==> config.mk <==
export PLATFORM = sky130hd
export DESIGN_NAME = bcd_updown_counter
export DESIGN_NICKNAME = d
export VERILOG_FILES = /design/src/rtl/bcd_pkg.sv /design/src/rtl/bcd_digit.sv /design/src/rtl/bcd_updown_counter.sv
export SDC_FILE = /design/constraint.sdc
export NUM_CORES = 1
export LEC_CHECK = 0
export CORE_UTILIZATION = 52
export CTS_BUF_LIST = sky130_fd_sc_hd__clkbuf_2 sky130_fd_sc_hd__clkbuf_4 sky130_fd_sc_hd__clkbuf_8
export CTS_CLUSTER_SIZE = 16
export DETAILED_ROUTE_END_ITERATION = 7
export HOLD_SLACK_MARGIN = 0.1
export PLACE_DENSITY_LB_ADDON = 0.3
export SLEW_MARGIN = 20
export SYNTH_ARGS = -nofsm -noshare
export SYNTH_HDL_FRONTEND = slang
export SYNTH_SLANG_ARGS = --single-unit
==> constraint.sdc <==
create_clock -name clk -period 2.1 [get_ports clk]
set_input_delay 0.42 -clock clk [delete_from_list [all_inputs] [get_ports clk]]
set_output_delay 0.42 -clock clk [all_outputs]
set_load 0.005 [all_outputs]
==> src/rtl/bcd_pkg.sv <==
// Shared BCD constants and helpers for the up/down event counter.
// MAX_VALUE is converted to a BCD constant at elaboration by to_bcd.
package bcd_pkg;

   localparam int BCD_W     = 4;
   localparam int MAX_DIGITS = 8;

   typedef enum logic [1:0] {
      OpNone,
      OpUp,
      OpDown
   } count_op_e;

   function automatic logic [31:0] to_bcd(input integer value);
      logic [31:0] r_bcd;
      integer      v;
      r_bcd = '0;
      v     = value;
      for (int i = 0; i < MAX_DIGITS; i++) begin
         r_bcd[i*BCD_W +: BCD_W] = 4'(v % 10);
         v = v / 10;
      end
      return r_bcd;
   endfunction

   // Only the low 'digits' nibbles are inspected; the rest are padding.
   function automatic logic bcd_valid(input logic [31:0] vec, input int digits);
      logic ok;
      ok = 1'b1;
      for (int i = 0; i < MAX_DIGITS; i++) begin
         if ((i < digits) && (vec[i*BCD_W +: BCD_W] > 4'd9)) begin
            ok = 1'b0;
         end
      end
      return ok;
   endfunction

endpackage

==> src/rtl/bcd_digit.sv <==
// One BCD digit of the ripple chain: steps up or down when enabled by the
// carry/borrow from the digit below, and wraps between 0 and i_top.
import bcd_pkg::*;

module bcd_digit (
   input  logic [BCD_W-1:0] i_digit,
   input  logic             i_up,
   input  logic             i_down,
   input  logic             i_cin,
   input  logic [BCD_W-1:0] i_top,
   output logic [BCD_W-1:0] o_digit,
   output logic             o_cout
);

   always_comb begin
      o_digit = i_digit;
      o_cout  = 1'b0;
      if (i_cin) begin
         if (i_up) begin
            if (i_digit >= i_top) begin
               o_digit = '0;
               o_cout  = 1'b1;
            end else begin
               o_digit = i_digit + 4'd1;
            end
         end else if (i_down) begin
            if (i_digit == '0) begin
               o_digit = i_top;
               o_cout  = 1'b1;
            end else begin
               o_digit = i_digit - 4'd1;
            end
         end
      end
   end

endmodule

==> src/rtl/bcd_updown_counter.sv <==
// Multi-digit BCD up/down event counter with clear, validated load and
// wrap/saturate bound handling; flags wrap and rejected loads for one cycle.
import bcd_pkg::*;

module bcd_updown_counter #(
   parameter int unsigned DIGITS    = 2,
   parameter int unsigned MAX_VALUE = 99,
   parameter int unsigned SATURATE  = 0
) (
   input  logic                  clk,
   input  logic                  rst,
   input  logic                  clr,
   input  logic                  load,
   input  logic [4*DIGITS-1:0]   load_val,
   input  logic                  inc,
   input  logic                  dec,
   output logic [4*DIGITS-1:0]   cnt_out,
   output logic                  at_max,
   output logic                  at_min,
   output logic                  wrap_p,
   output logic                  load_err
);

   localparam int          W         = BCD_W * DIGITS;
   localparam logic [31:0] MAX_BCD32 = to_bcd(int'(MAX_VALUE));
   localparam logic [W-1:0] MAX_BCD  = MAX_BCD32[W-1:0];

   logic [W-1:0]  r_cnt;
   logic          r_wrap;
   logic          r_load_err;

   logic [W-1:0]  w_cnt_d;
   logic          w_wrap_d;
   logic          w_load_err_d;
   logic [W-1:0]  w_step;
   logic [DIGITS:0] w_carry;
   logic          w_up;
   logic          w_down;
   logic          w_at_max;
   logic          w_load_ok;
   count_op_e     w_op;

   // inc and dec together cancel out.
   assign w_up   = inc & ~dec;
   assign w_down = dec & ~inc;
   assign w_op   = w_up ? OpUp : (w_down ? OpDown : OpNone);

   assign w_at_max  = (r_cnt == MAX_BCD);
   assign w_load_ok = bcd_valid(32'(load_val), int'(DIGITS)) && (load_val <= MAX_BCD);

   assign w_carry[0] = w_up | w_down;

   for (genvar g = 0; g < DIGITS; g++) begin : g_digit
      bcd_digit u_digit (
         .i_digit (r_cnt[g*BCD_W +: BCD_W]),
         .i_up    (w_up),
         .i_down  (w_down),
         .i_cin   (w_carry[g]),
         .i_top   (4'd9),
         .o_digit (w_step[g*BCD_W +: BCD_W]),
         .o_cout  (w_carry[g+1])
      );
   end

   always_comb begin
      w_cnt_d      = r_cnt;
      w_wrap_d     = 1'b0;
      w_load_err_d = 1'b0;
      if (clr) begin
         w_cnt_d = '0;
      end else if (load) begin
         if (w_load_ok) begin
            w_cnt_d = load_val;
         end else begin
            w_load_err_d = 1'b1;
         end
      end else begin
         case (w_op)
            OpUp: begin
               if (w_at_max) begin
                  if (SATURATE == 0) begin
                     w_cnt_d  = '0;
                     w_wrap_d = 1'b1;
                  end
               end else begin
                  w_cnt_d = w_step;
               end
            end
            OpDown: begin
               // A borrow out of the top digit means the count was zero.
               if (w_carry[DIGITS]) begin
                  if (SATURATE == 0) begin
                     w_cnt_d  = MAX_BCD;
                     w_wrap_d = 1'b1;
                  end
               end else begin
                  w_cnt_d = w_step;
               end
            end
            default: w_cnt_d = r_cnt;
         endcase
      end
   end

   always_ff @(posedge clk or posedge rst) begin
      if (rst) begin
         r_cnt      <= '0;
         r_wrap     <= 1'b0;
         r_load_err <= 1'b0;
      end else begin
         r_cnt      <= w_cnt_d;
         r_wrap     <= w_wrap_d;
         r_load_err <= w_load_err_d;
      end
   end

   assign cnt_out  = r_cnt;
   assign at_max   = w_at_max;
   assign at_min   = (r_cnt == '0);
   assign wrap_p   = r_wrap;
   assign load_err = r_load_err;

endmodule

Word level (Yosys, flattened, before mapping)
Cells that the tools add are included.
{ "op_classes": {"add_sub_neg": 4, "n_mul": 0, "n_div": 0, "n_lt_le_gt_ge": 5, "n_eq_ne": 4, "n_shift": 0, "mux": 38, "bitwise_logic": 5, "reduce_logical": 6} }
{ "ops": {"columns": ["op", "n"], "rows": [
  ["4-bit two-way mux", 10],
  ["8-bit two-way mux", 5],
  ["1-bit two-way mux", 19],
  ["8-bit one-hot mux with 2 select lines", 1],
  ["4-bit by 1-bit adder with 4-bit output, second input constant", 2],
  ["8-bit == test, second input constant", 1],
  ["4-bit greater-or-equal comparator, second input constant", 2],
  ["4-bit greater-than comparator, second input constant", 2],
  ["8-bit less-or-equal comparator, second input constant", 1],
  ["4-bit logical NOT", 2],
  ["8-bit logical NOT", 1],
  ["4-bit by 1-bit subtractor with 4-bit output, second input constant", 2],
  ["2-bit two-way mux", 2],
  ["4-bit nonzero test", 1],
  ["3-bit by 2-bit inequality test with 1-bit output, second input constant", 1],
  ["1-bit bitwise AND", 2],
  ["2-bit by 1-bit == test with 1-bit output, second input constant", 1],
  ["2-bit == test, second input constant", 1],
  ["1-bit inverter", 2],
  ["1-bit one-hot mux with 2 select lines", 1],
  ["2-bit AND reduction", 1],
  ["1-bit logical AND", 1],
  ["1-bit bitwise OR", 1]
]} }
{ "totals": {"register_bits": 10, "latchBits": 0, "ramBits": 0, "mem_bits_ro": 0, "in_bits": 14, "word_cells": 65, "memories": 0} }

Longest topological paths before layout
{ "logic_depth": {"depth_word": 10, "mapped_depth": 8, "ltp_nobuf": 7} }

Hierarchy
Synthesis repeated with hierarchy kept, for this count alone.
{ "unflattened": {"cells_unflattened": 198, "hier_area_um2": 1524.0} }
{ "modules_own_cells": {"columns": ["module", "instances", "cells_per_inst", "area_each_um2", "seq_area_each_um2"], "rows": [
  ["bcd_digit", 2, 57, 385.4, 0.0],
  ["bcd_updown_counter", 1, 84, 753.2, 250.2]
]} }

Least setup slack after synthesis
Ideal clock, no wire load.
{ "synth_path": {"kind": "register to register", "start": "reg r_cnt[1], in the netlist cnt_out[1]", "end": "reg r_cnt[5], in the netlist cnt_out[5]", "setup_time_ps": 96, "arrival_time_ps": 1883, "t_required_ps": 2004, "path_slack_ps": 122, "stages_incl_launch_ff": 8, "path_cell_list": "dfrtp_1 -> inv_1 -> ha_1 -> or3b_4 -> and3_4 -> a22oi_4 -> o21ai_2 -> o32ai_2"} }
{ "synth_via": {"elab_chain_cells": 10} }
{ "synth_lines": {"columns": ["item", "line_no", "text"], "rows": [
  ["start, declared", "bcd_updown_counter.sv:28", "logic [W-1:0] r_cnt;"],
  ["start signal, assigned", "bcd_updown_counter.sv:111", "r_cnt <= w_cnt_d;"],
  ["branches (longest 7 deep; another with 4-bit greater-or-equal comparator)", null, null],
  ["8-bit one-hot mux with 2 select lines (*)", "bcd_updown_counter.sv:78", "case (w_op)"],
  ["8-bit two-way mux (*)", "bcd_updown_counter.sv:71", "end else if (load) begin"],
  ["8-bit two-way mux (*)", "bcd_updown_counter.sv:69", "if (clr) begin"]
]} }
Mark *: on every way between the ends.
A chain may end at the register's enable or synchronous reset.

Worst setup path in the final report
{ "layout_path": {"start": "in inc", "end": "reg r_cnt[5], in the netlist cnt_out[5]"} }
{ "layout_via": {"elab_chain_cells": 10} }
{ "layout_lines": {"columns": ["item", "line_no", "text"], "rows": [
  ["start, declared", "bcd_updown_counter.sv:15", "input logic inc,"],
  ["1-bit inverter", "bcd_updown_counter.sv:45", "assign w_down = dec & ~inc;"],
  ["1-bit bitwise AND", "bcd_updown_counter.sv:45", null],
  ["1-bit two-way mux", "bcd_digit.sv:26", "end else if (i_down) begin"],
  ["1-bit two-way mux", "bcd_digit.sv:19", "if (i_up) begin"],
  ["1-bit two-way mux", "bcd_digit.sv:18", "if (i_cin) begin"],
  ["4-bit two-way mux or 1-bit two-way mux (tied branches)", "bcd_digit.sv:18", null],
  ["8-bit two-way mux, on equally long branches", "bcd_updown_counter.sv:91, bcd_updown_counter.sv:80", null],
  ["8-bit one-hot mux with 2 select lines", "bcd_updown_counter.sv:78", null],
  ["8-bit two-way mux", "bcd_updown_counter.sv:71", null],
  ["8-bit two-way mux", "bcd_updown_counter.sv:69", null]
]} }
Several ways; a longest one is shown, not always the timed one.

==> flow_summary.toml <==
[critical_path]
slowest_delay_ns = 0.43
path_cells = "dlygate4sd2_1 -> inv_1 -> ha_2 -> nor2b_2 -> a32oi_2 -> nor2_2 -> nor2_1 -> o32ai_2"
crit_type = "in -> reg"
arrival_ns = 2.32
path_max_fanout = 10
required_ns = 2.26
cp_top_family = "simple AND/OR/NAND/NOR gates"
critPathLaunchType = "input port"
slowest_stage = "nor2b_2"
crit_buf_inv = 2
cp-end-kind = "register"

[sta]
maxSlewHeadroom = 0.680
fin_crit_ns = 2.16
slew_violations = 0
timing.final.ws_setup_ns = -0.0566
fin_skew_ns = 0.00403
holdWs_ns = 0.478
setup_viol = 2
hold_viol = 0
fin_crit_sh = 1.03
rsz0062_at_grt = "true"
fmax_ghz = 0.464
worstMarginPinSlew_ns = 0.477

[yosys]
synthesis.area_sq_um = 1170
synthArstFlopShare = 1.00
ys_seq_area_frac = 0.214
synthFlopType = "dfrtp_1"
synth_enable_flop_cells = 0
syn_area_per_cell_sq_um = 8.37
ys_ff_latch = 10
yosys_warnings = 0
syn-num-nets = 164
netlist_instances = 140
yosysUniqueCellTypes = 52

[die]
core_area_sq_um = 2040
row_count = 16
initial_core_util = 0.574
die_h_um = 49.5
pin_count = 26
dieWidth_um = 49.5
die_area_sq_um = 2450

[pwr]
clkPwrFrac = 0.175
swShare = 0.403
power_leakage_uw = 0.000771
pwr-share-comb = 0.570
vdd_drop_max_v = 0.000419
p_int_uw = 496
cellPowerDensity_nw_per_um2 = 437
p_sw_uw = 335
seqPwrFrac = 0.255

[routing]
detailroute.via_count = 1670
ant_nets = 0
wire_per_inst_um = 25.7
routed_wl_um = 5760
remaining_drc_errors = 0
drtIter0Drc = 225
first_pass_iters = 5
via_per_inst = 7.46

[grt]
grt_max_degree = 20
grt_pass1_vias = 1499
grt_first_pass_wirelength_um = 7500
grt_usage = 0.406
grt.overflow.total = 0
antenna_found_initial = 0

[clocking]
clk_latency_ns = 0.27
numCtsBuffers = 3
numClockSinks = 10
clockBufferDepth = 2
cts_tree = "built"
h-tree-depth = 1
root_buffer = "clkbuf_4"
path_clk_slew_ns = 0.08

[status]
outcome = "finished with violations"
violations = "negative setup slack"

[hold_path]
min_path_type = "in -> async"

[final_layout]
final_area_sq_um = 1900
fill_cells = 75
synthToLayoutAreaGrowth_pct = 62.6
antennaDiodeCount = 0
final_layout_size_suffix_gt1_frac = 0.406
layout_common_cells = "buf_4 (36), clkdlybuf4s50_1 (21), dfrtp_1 (10), inv_1 (7), a22oi_1 (7)"
final_common_cell = "buf_4"
nNetsFinal = 223

[placement]
io_buffers = 25
dpl.hpwl_um = 3080
place_area_sq_um = 1660
gp_congestion = 0.960
pre_cts_ws_ns = -0.405

[job]
cap_violations = 0
-- worst reg2reg max path: cells and delay by family (launching register included) --
family | cells | cell delay (ns)
flops | 1 | 0.38
simple gates | 2 | 0.63
compound gates | 3 | 0.65
fa+ha+maj | 1 | 0.17
buf+inv | 2 | 0.22
-- worst paths after layout --
check / start / to / slack, ns / cells past startpoint
min: rst / wrap_p$_DFF_PP0_ / 0.48 / 2
max: inc / cnt_out[5]$_DFFE_PP0P_ / -0.06 / 8
max in group asynchronous: rst / cnt_out[2]$_DFFE_PP0P_ / 1.31 / 2
min reg2reg: cnt_out[6]$_DFFE_PP0P_ / cnt_out[6]$_DFFE_PP0P_ / 0.80 / 2
min in group clk: cnt_out[6]$_DFFE_PP0P_ / cnt_out[6]$_DFFE_PP0P_ / 0.80 / 2
max reg2reg: cnt_out[1]$_DFFE_PP0P_ / cnt_out[5]$_DFFE_PP0P_ / -0.05 / 8
-- power by group through the flow --
stage,registers [uW],clock network [uW],logic (uW)
global placement,212,0,350
detailed placement,213,0,366
finish,212,146,474
global route,212,143,488
floorplan,220,0,177
CTS,210,134,390
-- cells by family after synthesis --
family,after synthesis,synth area share
buffers and inverters,21,0.0769
adders and majority gates,10,0.107
and+or+nand+nor,44,0.241
muxes,2,0.0182
AOI/OAI and AO/OA,53,0.343
DFF,10,0.214
-- what timing repair did --
action / 4_1_cts / 5_1_grt
setup endpoints to repair: 10 / 10
pin swaps: 5 / 8
endpoints found under the hold margin: 0 / 0
hold buffers: 0 / 0
setup buffers: 5 / 2
resized for setup: 16 / 32
-- area by class of cell --
class / instances / area [sq um] / share of cell area
Sequential cell: 10 / 250 / 0.131
Tap cell: 27 / 33.8 / 0.0177
Clock buffer: 3 / 22.5 / 0.0118
Timing Repair Buffer: 64 / 546 / 0.286
Multi-Input combinational cell: 109 / 1010 / 0.530
Inverter: 11 / 43.8 / 0.0230
-- per-stage QoR --
step,setup TNS (ns),cells,utilization,total power (uW)
after floorplan,0,140,-,397
after global placement,-2.12,216,0.814,563
after detailed placement,-3.08,216,0.814,579
after CTS,-0.0186,224,0.860,735
after global routing,-0.227,224,0.933,843
final,-0.0602,224,0.933,831
-- cell usage after synthesis, types with 3 or more instances --
cell / n / share of area
o22ai_1: 3 / 0.016
buf_2: 3 / 0.013
and3_1: 4 / 0.021
a22oi_1: 7 / 0.045
inv_1: 11 / 0.035
a21oi_1: 8 / 0.034
o211ai_1: 5 / 0.032
nand2_1: 4 / 0.013
clkbuf_1: 5 / 0.016
o21ai_0: 5 / 0.021
a31oi_1: 4 / 0.021
dfrtp_1: 10 / 0.21
nor2_1: 7 / 0.022
ha_1: 10 / 0.11
-- registers in the layout (all words and copies together) (netlist names) --
register and count:
wrap_p 1, cnt_out 8, load_err 1
-- routing by layer --
layer | routed length, um | vias to the layer above | track usage
met5 | 0 | - | 0
met4 | 430 | 0 | 0.219
met3 | 782 | 60 | 0.0432
met2 | 2550 | 196 | 0.689
met1 | 1990 | 759 | 0.502
li1 | - | 655 | -
Note: power is estimated with default switching activity, not from simulation.
